$ cat src/rtl/fb_pkg.sv
// ---------------------------------------------------------------------------
// fb_pkg
// Shared frame-buffer constants and the writer FSM state type. The VGA read
// side imports the same image geometry so both ends agree on the buffer map.
//
// Configuration macro: FB_CLEAR_EN -- when defined, the writer gains a CLEAR
// state that zero-fills the buffer before accepting pixel data.
// ---------------------------------------------------------------------------
package fb_pkg;

  localparam int IMG_W      = 100;
  localparam int IMG_H      = 100;
  localparam int NUM_PIXELS = IMG_W * IMG_H;  // 8-bit grayscale, row-major
  localparam int ADDR_W     = 16;

  typedef enum logic [2:0] {
    ST_IDLE     = 3'd0,
`ifdef FB_CLEAR_EN
    ST_CLEAR    = 3'd1,
`endif
    ST_ACCEPT   = 3'd2,
    ST_WRITE_LO = 3'd3,
    ST_DONE     = 3'd4
  } fb_state_e;

endpackage

$ cat src/rtl/frame_buffer_writer.sv
// ---------------------------------------------------------------------------
// frame_buffer_writer
// Unpacks 16-bit decrypted words (two pixels each) into byte writes to a
// frame buffer, one frame per start pulse. The high byte goes to the even
// address, the low byte to the following odd address.
//
// Configuration macro: FB_CLEAR_EN -- when defined, start first zero-fills
// addresses 0..NUM_PIXELS-1 (one per cycle) before accepting data.
//
// Ports
//   clk_25Mhz   in   sole clock, rising edge
//   rst         in   synchronous, active-high reset
//   start       in   one-cycle pulse, begins a frame (ignored while busy)
//   in_valid    in   in_data is valid
//   in_ready    out  word accepted this cycle (decoded: high only in ACCEPT)
//   in_data     in   [15:8] even-address pixel, [7:0] odd-address pixel
//   wr_en       out  frame-buffer write strobe
//   wr_addr     out  write address (holds when wr_en=0)
//   wr_data     out  write data (holds when wr_en=0)
//   busy        out  frame in progress
//   frame_done  out  one-cycle pulse after the last pixel is written
// ---------------------------------------------------------------------------
module frame_buffer_writer
  import fb_pkg::*;
#(
  parameter int NUM_PIXELS = fb_pkg::NUM_PIXELS,  // must be even
  parameter int ADDR_W     = fb_pkg::ADDR_W
) (
  input  logic              clk_25Mhz,
  input  logic              rst,
  input  logic              start,
  input  logic              in_valid,
  output logic              in_ready,
  input  logic [15:0]       in_data,
  output logic              wr_en,
  output logic [ADDR_W-1:0] wr_addr,
  output logic [7:0]        wr_data,
  output logic              busy,
  output logic              frame_done
);

  localparam logic [ADDR_W-1:0] LAST_ADDR = ADDR_W'(NUM_PIXELS - 1);

  fb_state_e         r_state;
  logic [ADDR_W-1:0] r_addr;      // even address of the word being unpacked
  logic [7:0]        r_lo_byte;   // low pixel held for the WRITE_LO cycle
  logic              r_wr_en;
  logic [ADDR_W-1:0] r_wr_addr;
  logic [7:0]        r_wr_data;
  logic              r_busy;
  logic              r_frame_done;

  logic [ADDR_W-1:0] w_addr_odd;

  assign w_addr_odd = r_addr + ADDR_W'(1);

  // Ready is decoded straight from the state so an accepted word is seen in
  // the same cycle; every other output is registered.
  assign in_ready   = (r_state == ST_ACCEPT);

  assign wr_en      = r_wr_en;
  assign wr_addr    = r_wr_addr;
  assign wr_data    = r_wr_data;
  assign busy       = r_busy;
  assign frame_done = r_frame_done;

  // NOTE: all state lives in one clocked block written only with <=, so every
  // right-hand side sees the pre-edge value and block order cannot matter.
  always_ff @(posedge clk_25Mhz) begin
    if (rst) begin
      r_state      <= ST_IDLE;
      r_addr       <= '0;
      r_lo_byte    <= '0;
      r_wr_en      <= 1'b0;
      r_wr_addr    <= '0;
      r_wr_data    <= '0;
      r_busy       <= 1'b0;
      r_frame_done <= 1'b0;
    end else begin
      r_frame_done <= 1'b0;

      case (r_state)
        ST_IDLE: begin
          r_wr_en <= 1'b0;
          // busy is still high for the frame_done cycle, which keeps a start
          // arriving right at the end of a frame from being taken.
          if (start && !r_busy) begin
            r_addr  <= '0;
            r_busy  <= 1'b1;
`ifdef FB_CLEAR_EN
            r_state <= ST_CLEAR;
`else
            r_state <= ST_ACCEPT;
`endif
          end else begin
            r_busy <= 1'b0;
          end
        end

`ifdef FB_CLEAR_EN
        ST_CLEAR: begin
          r_wr_en   <= 1'b1;
          r_wr_addr <= r_addr;
          r_wr_data <= '0;
          if (r_addr == LAST_ADDR) begin
            r_addr  <= '0;
            r_state <= ST_ACCEPT;
          end else begin
            r_addr  <= r_addr + ADDR_W'(1);
          end
        end
`endif

        ST_ACCEPT: begin
          if (in_valid) begin
            r_wr_en   <= 1'b1;
            r_wr_addr <= r_addr;
            r_wr_data <= in_data[15:8];
            r_lo_byte <= in_data[7:0];
            r_state   <= ST_WRITE_LO;
          end else begin
            r_wr_en   <= 1'b0;
          end
        end

        ST_WRITE_LO: begin
          r_wr_en   <= 1'b1;
          r_wr_addr <= w_addr_odd;
          r_wr_data <= r_lo_byte;
          // Stop on the last odd address so the counter never runs into the
          // next frame.
          if (w_addr_odd == LAST_ADDR) begin
            r_state <= ST_DONE;
          end else begin
            r_addr  <= r_addr + ADDR_W'(2);
            r_state <= ST_ACCEPT;
          end
        end

        ST_DONE: begin
          r_wr_en      <= 1'b0;
          r_frame_done <= 1'b1;
          r_state      <= ST_IDLE;
        end

        default: begin
          r_wr_en <= 1'b0;
          r_state <= ST_IDLE;
        end
      endcase
    end
  end

endmodule

$ cat config.mk
export PLATFORM = sky130hd
export DESIGN_NAME = frame_buffer_writer
export DESIGN_NICKNAME = d
export VERILOG_FILES = /design/src/rtl/fb_pkg.sv /design/src/rtl/frame_buffer_writer.sv
export SDC_FILE = /design/constraint.sdc
export NUM_CORES = 1
export LEC_CHECK = 0
export BUFFER_PORTS_ARGS = -buffer_cell sky130_fd_sc_hd__buf_2
export CORE_MARGIN = 2
export CORE_UTILIZATION = 49
export CTS_BUF_LIST = sky130_fd_sc_hd__clkbuf_4 sky130_fd_sc_hd__clkbuf_8 sky130_fd_sc_hd__clkbuf_16
export CTS_CLUSTER_SIZE = 30
export DETAILED_ROUTE_END_ITERATION = 8
export PLACE_DENSITY = 0.75
export SLEW_MARGIN = 25
export SYNTH_ARGS = -nofsm -noshare
export SYNTH_HDL_FRONTEND = slang
export SYNTH_SLANG_ARGS = --single-unit
$ cat constraint.sdc
create_clock -name clk_25Mhz -period 1.7 [get_ports clk_25Mhz]
set_input_delay 0.34 -clock clk_25Mhz [delete_from_list [all_inputs] [get_ports clk_25Mhz]]
set_output_delay 0.34 -clock clk_25Mhz [all_outputs]
set_load 0.005 [all_outputs]
; Yosys cells after proc, flatten, opt, wreduce, memory -nomap -nowiden
; Cells that the tools add are included.
[word_totals]
ff_bits = 54
inputBits = 20
wordCells = 41
out_inout_bits = 28
[op_classes]
n_addsub = 2
n_mux = 15
n_reduce_logical = 9
eq_ne = 7
[ops]
columns = cell, n
row1 = $pmux 16 s2, 2
row2 = $mux 16, 3
row3 = $add 16x1->16 const B, 1
row4 = $add 16x2->16 const B, 1
row5 = $eq 16x14->1 const B, 1
row6 = $pmux 8 s2, 1
row7 = $mux 3, 3
row8 = $pmux 3 s3, 1
row9 = $mux 8, 1
row10 = $eq 3x2->1 const B, 2
row11 = $ne 2x2->1 const B, 3
row12 = $reduce_and 2->1, 3
row13 = $reduce_bool 2->1, 2
row14 = $eq 3x3->1 const B, 1
row15 = $logic_not 3->1, 1
row16 = $mux 1, 3
row17 = $reduce_and 3->1, 1
row18 = $pmux 1 s2, 1
row19 = $logic_and 1x1->1, 1
row20 = $logic_not 1->1, 1

; Longest topological paths before layout
; Gate-level depths: netlist of run 1.
[logic_depth]
word_depth = 4
ltp_mapped = 7
mapped_depth_nobuf = 5

; Worst setup path before layout of run 1
; Ideal clock, no wire load.
[synth_path]
path_type = register to register
start = register r_addr[4]
end = register r_state[1]
t_arrival_ns = 1.679
setup_ns = 0.115
stages_incl_launch_ff = 6
required_time_ns = 1.585
n_path_buf = 1
slack_ns = -0.094
synth_period_minus_slack_ns = 1.794
path_cell_list = dfxtp_1 -> buf_6 -> or4b_4 -> nor4_4 -> a21boi_0 -> o21a_1
[synth_via]
elab_chain_len = 4
[synth_rtl]
columns = element, line_no
row1 = "start, declared", frame_buffer_writer.sv:45  ; logic [ADDR_W-1:0] r_addr;
row2 = "start signal, assigned", frame_buffer_writer.sv:135  ; r_addr <= r_addr + ADDR_W'(2);
row3 = $add 16x1->16, frame_buffer_writer.sv:55  ; assign w_addr_odd = r_addr + ADDR_W'(1);
row4 = $eq 16x14->1, frame_buffer_writer.sv:132  ; if (w_addr_odd == LAST_ADDR) begin
row5 = $mux 3, frame_buffer_writer.sv:132
row6 = $pmux 3 s3, frame_buffer_writer.sv:82  ; case (r_state)
row7 = "end signal, assigned", frame_buffer_writer.sv:93  ; r_state <= ST_ACCEPT;
row8 = "end signal, assigned", frame_buffer_writer.sv:133  ; r_state <= ST_DONE;
row9 = "end signal, assigned", frame_buffer_writer.sv:136  ; r_state <= ST_ACCEPT;
row10 = "end, declared", frame_buffer_writer.sv:44  ; fb_state_e r_state;
; No other way between the ends.
; A chain may end at the register's enable or synchronous reset.

; Final worst setup path of run 1
[layout_path]
start = register r_addr[15]
end = register r_addr[4]
[layout_via]
elab_chain_len = 4
[layout_rtl]
columns = element, line_no
row1 = $add 16x1->16, frame_buffer_writer.sv:55
row2 = $eq 16x14->1, frame_buffer_writer.sv:132
row3 = $ne 2x2->1 (no line), --
row4 = $reduce_and 3->1 (no line), --
; No other way between the ends.

==> summary.txt, run 1 <==
Floorplanning
  • Die Span Y: about 74 um
  • Initial Utilization: approximately 51%
  • Core Region: 4720 um^2
  • Die ar.: 5480 um^2
  • I/O pin total: 48
  • Die width: 74 um
  • Std cell rows: 25

Synth
  • Syn Area/Cell: 8.45 um^2
  • Area leader, netlist: dfxtp_1
  • Top post-synthesis cells by area: dfxtp_1 (44%), nand2_1 (11%), a21oi_1 (6.9%), a311oi_1 (4.4%), nor2_1 (2.8%)
  • Yosys Warn Count: 0
  • Mapped Nets: 305
  • Sequential fraction of the synthesis area: 44.2%
  • Number of distinct library cells after synthesis: 47
  • Synth top area share: between 40% and 50%
  • Post-Syn Instances: between 200 and 300
  • Post-Syn Area: ~2400 um^2
  • Seq cells post-synth: 53

Placement
  • Area of placed instances: ~2800 um^2
  • DP HPWL: between 3000 and 4000 um
  • Final Wtd Congestion: 0.896
  • I/O Buffers: 47

CTS
  • Clock Path Buffers: 2
  • TritonCTS Buffers: 5
  • CTS H-Tree Depth: 2
  • Hold buffers post-CTS: 0
  • Worst-Skew Late Latency: 0.32 ns
  • Reg clk slew, reported paths: 0.10 ns
  • Clk sink count: 53
  • Clk root buf: clkbuf_8
  • CTS tree: done

Timing
  • Hold Vio Cnt, Final: 0
  • Min Clock Period, post-route: 1.72 ns
  • Worst Hold Slack: 0.256 ns
  • PnR worst setup slack: -0.0214 ns
  • Clock Skew: 0.0138 ns
  • RSZ-0062 raised after global routing: true
  • Slew headroom: 53.3%
  • Tcrit/Tclk final: 101%
  • Final setup violation count: 1
  • Least-Margin Pin Slew: roughly 0.70 ns
  • Slew Viols, Final: 0
  • Fmax: ~0.58 GHz
  • Setup TNS: -0.0214 ns

Outcome
  • Status: finished, violations left
  • Failing checks: setup timing

Critical path
  • Critical Path Fanout Max: 8
  • Startpoint types: register
  • Arr. time, crit path: a little under 2 ns
  • Endpoint class of the critical path: register
  • CP required: between 1.5 and 2 ns
  • Crit Path Category: register to register

Power and ir drop
  • VDD IR max: 0.658 mV
  • Clk network pwr share: 37.7%
  • Int Power: 1.86 mW
  • Overall power: 2.43 mW
  • Switching share of power: 23.3%
  • Share of power burned in registers: 52.8%
  • Cell Pwr Density: between 800 and 900 nW/um^2
  • P_leak: ~1.2 nW
  • Logic pwr share: 9.5%
  • Sw Pwr: 0.567 mW

Routing
  • ANT nets after route: 0
  • 1st-pass router iterations: 4
  • Routed wire length per instance: 14.9 um
  • # DRC: 0
  • Via Count: 2318
  • Drt first-iter violations: 257
  • Post-DR vias/cell: 5.57
  • Post-Route WL: 6180 um

Hold path
  • Worst Hold Class: primary input to register

Global route
  • Gr usage total: between 20% and 30%
  • First-pass GRT wire length: 9800 um
  • Initial antenna violation count: 0
  • Total grt overflow: 0
  • Vias in the first global route: 2077
  • Largest net degree at the start of global routing: 24

Finish
  • Layout cells sized above 1: 30.9%
  • Commonest non-fill, non-tap cell in the layout: nand2_1
  • Inserted Diodes: 0
  • Post-route cell area: 2950 um^2
  • Area delta synth->final: 22.8%
  • Final net count: around 370
  • Most frequent cells in the layout: nand2_1 (73), dfxtp_1 (50), buf_2 (47)

Job
  • Max-cap violations: 0
synth_stat cells, drive strengths merged:
| cell | count |
|---|---|
| and4 | 3 |
| o211ai | 2 |
| nor2 | 18 |
| nor3 | 5 |
| nor3b | 3 |
| and3 | 4 |
| nor2b | 2 |
| nand3b | 1 |
| and3b | 1 |
| ha | 1 |
| a31oi | 7 |
| nand4b | 3 |
| inv | 2 |
| nand3 | 4 |
| a21boi | 1 |
| nor4b | 3 |
| a21oi | 33 |
| buf | 7 |
| or4b | 2 |
| nand2 | 73 |
| o21ai | 7 |
| nor4 | 3 |
| bufbuf | 2 |
| nor4bb | 1 |
| a311o | 1 |
| o31ai | 2 |
| a311oi | 12 |
| clkbuf | 15 |
| nand4 | 3 |
| nand4bb | 1 |
| a22oi | 2 |
| dfxtp | 53 |
| a41oi | 1 |
| a21o | 2 |
| o21a | 1 |
| or4 | 3 |
area by class of cell:
cell class / instances / area [um^2]
Multi-Input combinational cell: 206 / 1180
Clock inverter: 1 / 30.0
Timing Repair Buffer: 80 / 490
Inverter: 2 / 7.51
Sequential cell: 53 / 1060
Tap cell: 67 / 83.8
Clock buffer: 7 / 90.1
Fill cell: 419 / 1770
state kept, by name, indices dropped and copies added, names as in the netlist:
register,flops
wr_en,1
r_addr,15
r_lo_byte,8
wr_data,8
frame_done,1
wr_addr,16
busy,1
r_state,3
worst max-delay path: stages (launching register included):
cell	delay [ns]
dfxtp_2	0.33
or4b_4	0.55
nor4_4	0.30
buf_6	0.18
o211ai_1	0.11
a31oi_1	0.18
power groups by stage:
stage	sequential, mW	combinational (mW)	clock, mW
after global routing	1.29	0.254	0.982
after detailed placement	1.31	0.211	0
after floorplan	1.31	0.127	0
final	1.28	0.231	0.917
after CTS	1.28	0.225	0.925
after global placement	1.31	0.208	0
layer usage:
layer | up-vias | GRT usage [%] | share of wire (%)
li1 | 1141 | - | -
met1 | 1058 | 31.2 | 44
met2 | 103 | 35.9 | 47
met3 | 16 | 5.28 | 6.6
met4 | 0 | 9.70 | 2.2
met5 | - | 0 | 0
through the flow:
| stage | util (%) | cells | setup slack (ns) |
|---|---|---|---|
| final | 62.4 | 416 | -0.0214 |
| after global routing | 62.4 | 416 | -0.112 |
| after CTS | 61.9 | 416 | -0.0110 |
| after detailed placement | 58.8 | 406 | -0.0970 |
| after global placement | 58.7 | 406 | -0.100 |
| after floorplan | - | 284 | -0.0252 |
final timing paths:
kind                             startpoint           end  slack (ns)  depth (start not counted)
worst max-delay path             r_addr[15]     r_addr[4]       -0.02                          5
worst min-delay path             in_data[5]  r_lo_byte[5]        0.26                          3
worst max register to register   r_addr[15]     r_addr[4]       -0.02                          5
worst min register to register  wr_addr[12]   wr_addr[12]        0.45                          2
cells by family (layout without fill, tap and decap cells):
kind of cell | after synthesis | count (layout) | synth area share [%]
AO/OA/AOI/OAI | 71 | 72 | 18.5
adder cells (fa/ha/maj) | 1 | 1 | 0.521
buffers and inverters | 26 | 90 | 8.49
flip-flops | 53 | 53 | 44.2
AND/OR/NAND/NOR | 133 | 133 | 28.3
repair_timing:
| item | in CTS | in global routing |
|---|---|---|
| gates cloned | 1 | 0 |
| gates resized for setup | 4 | 7 |
| setup buffers | 1 | 0 |
| setup endpoints to repair | 9 | 15 |
| pin swaps | 2 | 3 |
| endpoints found under the hold margin | 0 | 0 |
Power figures use the tool's default switching activity.
==> inputs of run 2 (changes only) <==
--- a/config.mk
+++ b/config.mk
@@ -6,12 +6,14 @@
 export NUM_CORES = 1
 export LEC_CHECK = 0
 export BUFFER_PORTS_ARGS = -buffer_cell sky130_fd_sc_hd__buf_2
+export CORE_ASPECT_RATIO = 0.75
 export CORE_MARGIN = 2
 export CORE_UTILIZATION = 49
 export CTS_BUF_LIST = sky130_fd_sc_hd__clkbuf_4 sky130_fd_sc_hd__clkbuf_8 sky130_fd_sc_hd__clkbuf_16
 export CTS_CLUSTER_SIZE = 30
 export DETAILED_ROUTE_END_ITERATION = 8
 export PLACE_DENSITY = 0.75
+export REMOVE_ABC_BUFFERS = 1
 export SLEW_MARGIN = 25
 export SYNTH_ARGS = -nofsm -noshare
 export SYNTH_HDL_FRONTEND = slang
==> summary.txt, run 2 (synthesis results as in run 1) <==
CTS
  • TritonCTS Buffers: 5 (unchanged)
  • CTS H-Tree Depth: 2 (unchanged)
  • Reg clk slew, reported paths: 0.09 ns (about the same)
  • Worst-Skew Late Latency: 0.30 ns (-0.02 ns)
  • Clk sink count: 53 (unchanged)
  • Hold buffers post-CTS: 0 (unchanged)
  • Clk root buf: clkbuf_8
  • Clock Path Buffers: 2 (unchanged)
  • CTS tree: done

Job
  • Max-cap violations: 0 (unchanged)

Routing
  • Routed wire length per instance: 14.1 um (-5.3%)
  • Via Count: 2322 (+0.17%)
  • 1st-pass router iterations: 4 (unchanged)
  • # DRC: 0 (unchanged)
  • Post-DR vias/cell: 5.65 (+1.4%)
  • ANT nets after route: 0 (unchanged)
  • Drt first-iter violations: 124 (-52%)
  • Post-Route WL: 5790 um (-6.4%)

Finish
  • Commonest non-fill, non-tap cell in the layout: nand2_1
  • Number of fill cells: 426 (+1.7%)
  • Post-route cell area: 2930 um^2 (-0.64%)
  • Layout cells sized above 1: 31.3% (+0.39 points)
  • Final Util: 60.8% (-1.6 points)
  • Most frequent cells in the layout: nand2_1 (73), dfxtp_1 (49), buf_2 (47)
  • Final net count: 371 (+0.54%)
  • Area delta synth->final: 22.0%
  • Final std cells w/o fill: 411 (-1.2%)
  • Multi-input logic area: 1170 um^2 (-0.95%)
  • Largest register FFs: 16 (unchanged)
  • Inserted Diodes: 0 (unchanged)
  • Reg area: 1070 um^2 (+0.12%)

Power and ir drop
  • Clk network pwr share: 33.6% (-4.1 points)
  • Switching share of power: 23.7% (+0.41 points)
  • Cell Pwr Density: 777 nW/um^2 (-5.7%)
  • Overall power: 2.28 mW (-6.3%)
  • Int Power: 1.74 mW (-6.8%)
  • Logic pwr share: 10.1% (+0.6 points)
  • Share of power burned in registers: 56.3% (+3.5 points)
  • P_leak: 1.19 nW (+0.17%)
  • Sw Pwr: 0.540 mW (-4.6%)
  • VDD IR max: 0.415 mV (-37%)

Timing
  • Min Clock Period, post-route: 1.69 ns (-0.0289 ns)
  • Fmax: 0.591 GHz (+1.7%)
  • Setup TNS: 0 ns (+0.0214 ns)
  • RSZ-0062 raised after global routing: true
  • Hold Vio Cnt, Final: 0 (unchanged)
  • Tcrit/Tclk final: 99.6% (-1.7 points)
  • Clock Skew: 0.00718 ns (-0.00663 ns)
  • Slew Viols, Final: 0 (unchanged)
  • Least-Margin Pin Slew: 0.714 ns (+0.0138 ns)
  • Final setup violation count: 0 (-1)
  • Slew headroom: 52.4% (-0.92 points)

Placement
  • DP HPWL: 4040 um (+2.7%)
  • Placed cells: 400 (-1.5%)
  • Area of placed instances: 2770 um^2 (-0.18%)
  • Final Wtd Congestion: 0.849 (-5.2%)
  • I/O Buffers: 47 (unchanged)

Hold path
  • Worst Hold Class: primary input to register
  • WHS Path Cells: 3 (unchanged)

Global route
  • First-pass GRT wire length: 9870 um (+0.64%)
  • Gr usage total: 22.2% (-0.97 points)
  • Total grt overflow: 0 (unchanged)
  • Initial antenna violation count: 0 (unchanged)
  • Largest net degree at the start of global routing: 23 (-4.2%)
  • Vias in the first global route: 2137 (+2.9%)

Floorplanning
  • I/O pin total: 48 (unchanged)
  • Die ar.: 5480 um^2 (+0.10%)
  • Die Span Y: 64.6 um (-13%)
  • Std cell rows: 22 (-12%)
  • Initial Utilization: 49.8% (-0.99 points)
  • Die width: 84.8 um (+15%)
  • Core Region: 4820 um^2 (+2.0%)

Critical path
  • Worst r2r path cells: 5 (unchanged)
  • Startpoint types: register
  • CP required: 1.91 ns (-0.03 ns)
  • Critical Path Fanout Max: 9 (+1)
  • Arr. time, crit path: 1.90 ns (-0.06 ns)
  • Crit Path Category: register to register
  • Endpoint class of the critical path: register

Outcome
  • Status: finished, final reports clean
run 2: changes by cell type in the layout (fill, tap and decap cells not counted), sizes merged:
| cell | before | now |
|---|---|---|
| buf | 80 | 82 |
| bufinv | 1 | 0 |
| clkinv | 0 | 1 |
run 2: layout make-up:
cell class / count / area share (%)
clock inverters: 1 / 0.171
inverters: 2 / 0.256
flip-flops and latches: 53 / 36.4
well taps: 60 / 2.56
clock buffers: 7 / 3.29
repair buffers: 82 / 17.4
multi-input cells: 206 / 40.0
run 2: worst paths after layout:
kind / start / end / slack, ns
hold / removal: in_data[6] / r_lo_byte[6] / 0.27
setup reg to reg: r_addr[15] / r_state[1] / 0.007
hold reg to reg: wr_addr[14] / wr_addr[14] / 0.45
setup / recovery: r_addr[15] / r_state[1] / 0.007
run 2: metal layers:
| metal | share of wire [%] | track usage, % |
|---|---|---|
| met1 | 47 | 32.0 |
| met2 | 45 | 33.4 |
| met3 | 6.7 | 4.08 |
| met4 | 1.2 | 7.54 |
| met5 | 0 | 0 |
run 2: repair_timing:
action                                  in CTS  in global routing
gates cloned                                 1                  0
endpoints found under the setup margin      10                 19
pin swaps                                    1                  0
gates resized for setup                      5                  6
setup buffers                                1                  1
run 2: power by group through the flow:
stage | combinational [mW] | sequential (mW) | clock [mW]
finish | 0.231 | 1.28 | 0.765
detailed placement | 0.219 | 1.31 | 0
global placement | 0.216 | 1.31 | 0
global route | 0.256 | 1.29 | 0.825
floorplan | 0.0854 | 1.31 | 0
CTS | 0.230 | 1.28 | 0.780
run 2: worst max-delay path, cell delays in order, from the launching register on:
cell and delay (ns):
dfxtp_2 0.33, or4b_4 0.54, nor4_4 0.29, buf_6 0.18, a21boi_0 0.09, o21a_1 0.18
run 2: metrics by stage:
step / hold WS, ns / worst slack (ns)
2_1_floorplan: 0.409 / -0.864
3_3_place_gp: 0.434 / -0.141
3_5_place_dp: 0.443 / -0.105
4_1_cts: 0.265 / 0.00768
5_1_grt: 0.270 / -0.0564
6_report: 0.272 / 0.00747
==> inputs of run 3 (changes only) <==
--- a/config.mk
+++ b/config.mk
@@ -13,7 +13,6 @@
 export CTS_CLUSTER_SIZE = 30
 export DETAILED_ROUTE_END_ITERATION = 8
 export PLACE_DENSITY = 0.75
-export REMOVE_ABC_BUFFERS = 1
 export SLEW_MARGIN = 25
 export SYNTH_ARGS = -nofsm -noshare
 export SYNTH_HDL_FRONTEND = slang
==> summary.txt, run 3 (synthesis results as in run 1) <==
Global route
  • Initial antenna violation count: 0 (unchanged)
  • Total grt overflow: 0 (unchanged)
  • Gr usage total: 21.0% (-1.2 points)
  • Vias in the first global route: 1983 (-7.2%)
  • Largest net degree at the start of global routing: 26 (+13%)
  • First-pass GRT wire length: 9490 um (-3.8%)

Critical path
  • Crit Path Category: register to register
  • Startpoint types: register
  • CP required: 1.89 ns (-0.02 ns)
  • Critical Path Start: r_addr[13]
  • Endpoint class of the critical path: register
  • Arr. time, crit path: 1.87 ns (-0.03 ns)
  • Reg2reg start: r_addr[13]
  • Critical Path Fanout Max: 5 (-4)

Finish
  • Final net count: 371 (unchanged)
  • Area delta synth->final: 21.6%
  • Number of fill cells: 450 (+5.6%)
  • Inserted Diodes: 0 (unchanged)
  • Final std cells w/o fill: 409 (-0.49%)
  • Layout cells sized above 1: 31.2% (-0.11 points)
  • Largest register FFs: 16 (unchanged)
  • Commonest non-fill, non-tap cell in the layout: nand2_1
  • Most frequent cells in the layout: nand2_1 (73), dfxtp_1 (51), buf_2 (49)

Power and ir drop
  • P_leak: 1.18 nW (-0.98%)
  • Cell Pwr Density: 743 nW/um^2 (-4.4%)
  • VDD IR max: 0.483 mV (+16%)

Floorplanning
  • Std cell rows: 22 (unchanged)
  • Initial Utilization: 49.8% (unchanged)
  • I/O pin total: 48 (unchanged)
  • Core Region: 4820 um^2 (unchanged)
  • Die ar.: 5480 um^2 (unchanged)
  • Die width: 84.8 um (unchanged)
  • Die Span Y: 64.6 um (unchanged)

Outcome
  • Status: finished, final reports clean

CTS
  • CTS tree: done
  • Hold buffers post-CTS: 0 (unchanged)
  • Clock Path Buffers: 2 (unchanged)
  • TritonCTS Buffers: 5 (unchanged)
  • Clk root buf: clkbuf_8
  • CTS H-Tree Depth: 2 (unchanged)
  • Worst-Skew Late Latency: 0.29 ns (about the same)
  • Clk sink count: 53 (unchanged)
  • Reg clk slew, reported paths: 0.09 ns (about the same)

Hold path
  • Hold path start: in_data[0]
  • Worst Hold Class: primary input to register

Placement
  • Place WS: -0.0548 ns (+0.0505 ns)
  • Placed cells: 398 (-0.50%)
  • Final Wtd Congestion: 0.896 (+5.5%)
  • DP HPWL: 3890 um (-3.6%)
  • I/O Buffers: 47 (unchanged)

Timing
  • Fmax: 0.596 GHz (+0.82%)
  • Min Clock Period, post-route: 1.68 ns (-0.0138 ns)
  • RSZ-0062 raised after global routing: true
  • Slew headroom: 67.2% (+15 points)
  • Hold Vio Cnt, Final: 0 (unchanged)
  • Clock Skew: 0.00729 ns (+0.000101 ns)
  • PnR worst setup slack: 0.0212 ns (+0.0138 ns)
  • Tcrit/Tclk final: 98.8% (-0.81 points)
  • Worst Hold Slack: 0.276 ns (+0.00326 ns)
  • Slew Viols, Final: 0 (unchanged)
  • Final setup violation count: 0 (unchanged)
  • Least-Margin Pin Slew: 0.492 ns (-0.222 ns)

Routing
  • # DRC: 0 (unchanged)
  • Routed wire length per instance: 14.0 um (-0.54%)
  • Via Count: 2277 (-1.9%)
  • Drt first-iter violations: 181 (+46%)
  • Post-Route WL: 5730 um (-1.0%)
  • Post-DR vias/cell: 5.57 (-1.5%)
  • ANT nets after route: 0 (unchanged)
  • 1st-pass router iterations: 4 (unchanged)

Job
  • Max-cap violations: 0 (unchanged)
## run 3: cell types whose count changed in the layout (fill, tap and decap cells not counted), sizes merged
cell,delta
clkbuf,-2
## run 3: timing repair
action                     in CTS  in global routing
pin swaps                       1                  4
buffers inserted                0                  2
setup endpoints to repair       4                 15
resized for setup               1                 16
gates cloned                    0                  3
## run 3: area by class of cell
| class | count | area (um^2) | area share (%) |
|---|---|---|---|
| Multi-Input combinational cell | 206 | 1190 | 40.9 |
| Timing Repair Buffer | 82 | 504 | 17.3 |
| Clock inverter | 1 | 5.00 | 0.171 |
| Inverter | 2 | 7.51 | 0.257 |
| Sequential cell | 53 | 1060 | 36.4 |
| Clock buffer | 5 | 68.8 | 2.36 |
| Tap cell | 60 | 75.1 | 2.57 |
## run 3: metal layers
metal	track usage, %	share of wire (%)	vias to the layer above
met5	0	0	-
li1	-	-	1143
met3	3.95	6.4	4
met4	3.77	0.66	0
met1	31.7	50	1061
met2	31.4	42	69
## run 3: metrics by stage
step	TNS [ns]	cell area, um^2	util [%]	total power, mW
floorplan	-0.0531	2400	-	1.44
global placement	-0.121	2760	57.2	1.51
detailed placement	-0.231	2760	57.2	1.52
CTS	0	2840	58.9	2.17
global route	-0.0615	2920	60.6	2.26
finish	0	2920	60.6	2.17
## run 3: final timing paths
kind,end,slack (ns),cells after the start
worst max-delay path,r_state[1],0.02,5
worst min-delay path,r_lo_byte[0],0.28,3
worst max register to register,r_state[1],0.02,5
worst min register to register,wr_addr[4],0.45,2
## run 3: worst max-delay path: stages, from the launching register on
cell and delay (ns):
dfxtp_1 0.38, or4b_4 0.49, nor4_4 0.33, buf_6 0.17, a21boi_2 0.05, o21a_1 0.16
## run 3: power by group
group | switching [mW] | internal [mW]
Combinational | 0.133 | 0.102
Clock | 0.381 | 0.272
Sequential | 0.0134 | 1.27
Total | 0.528 | 1.64
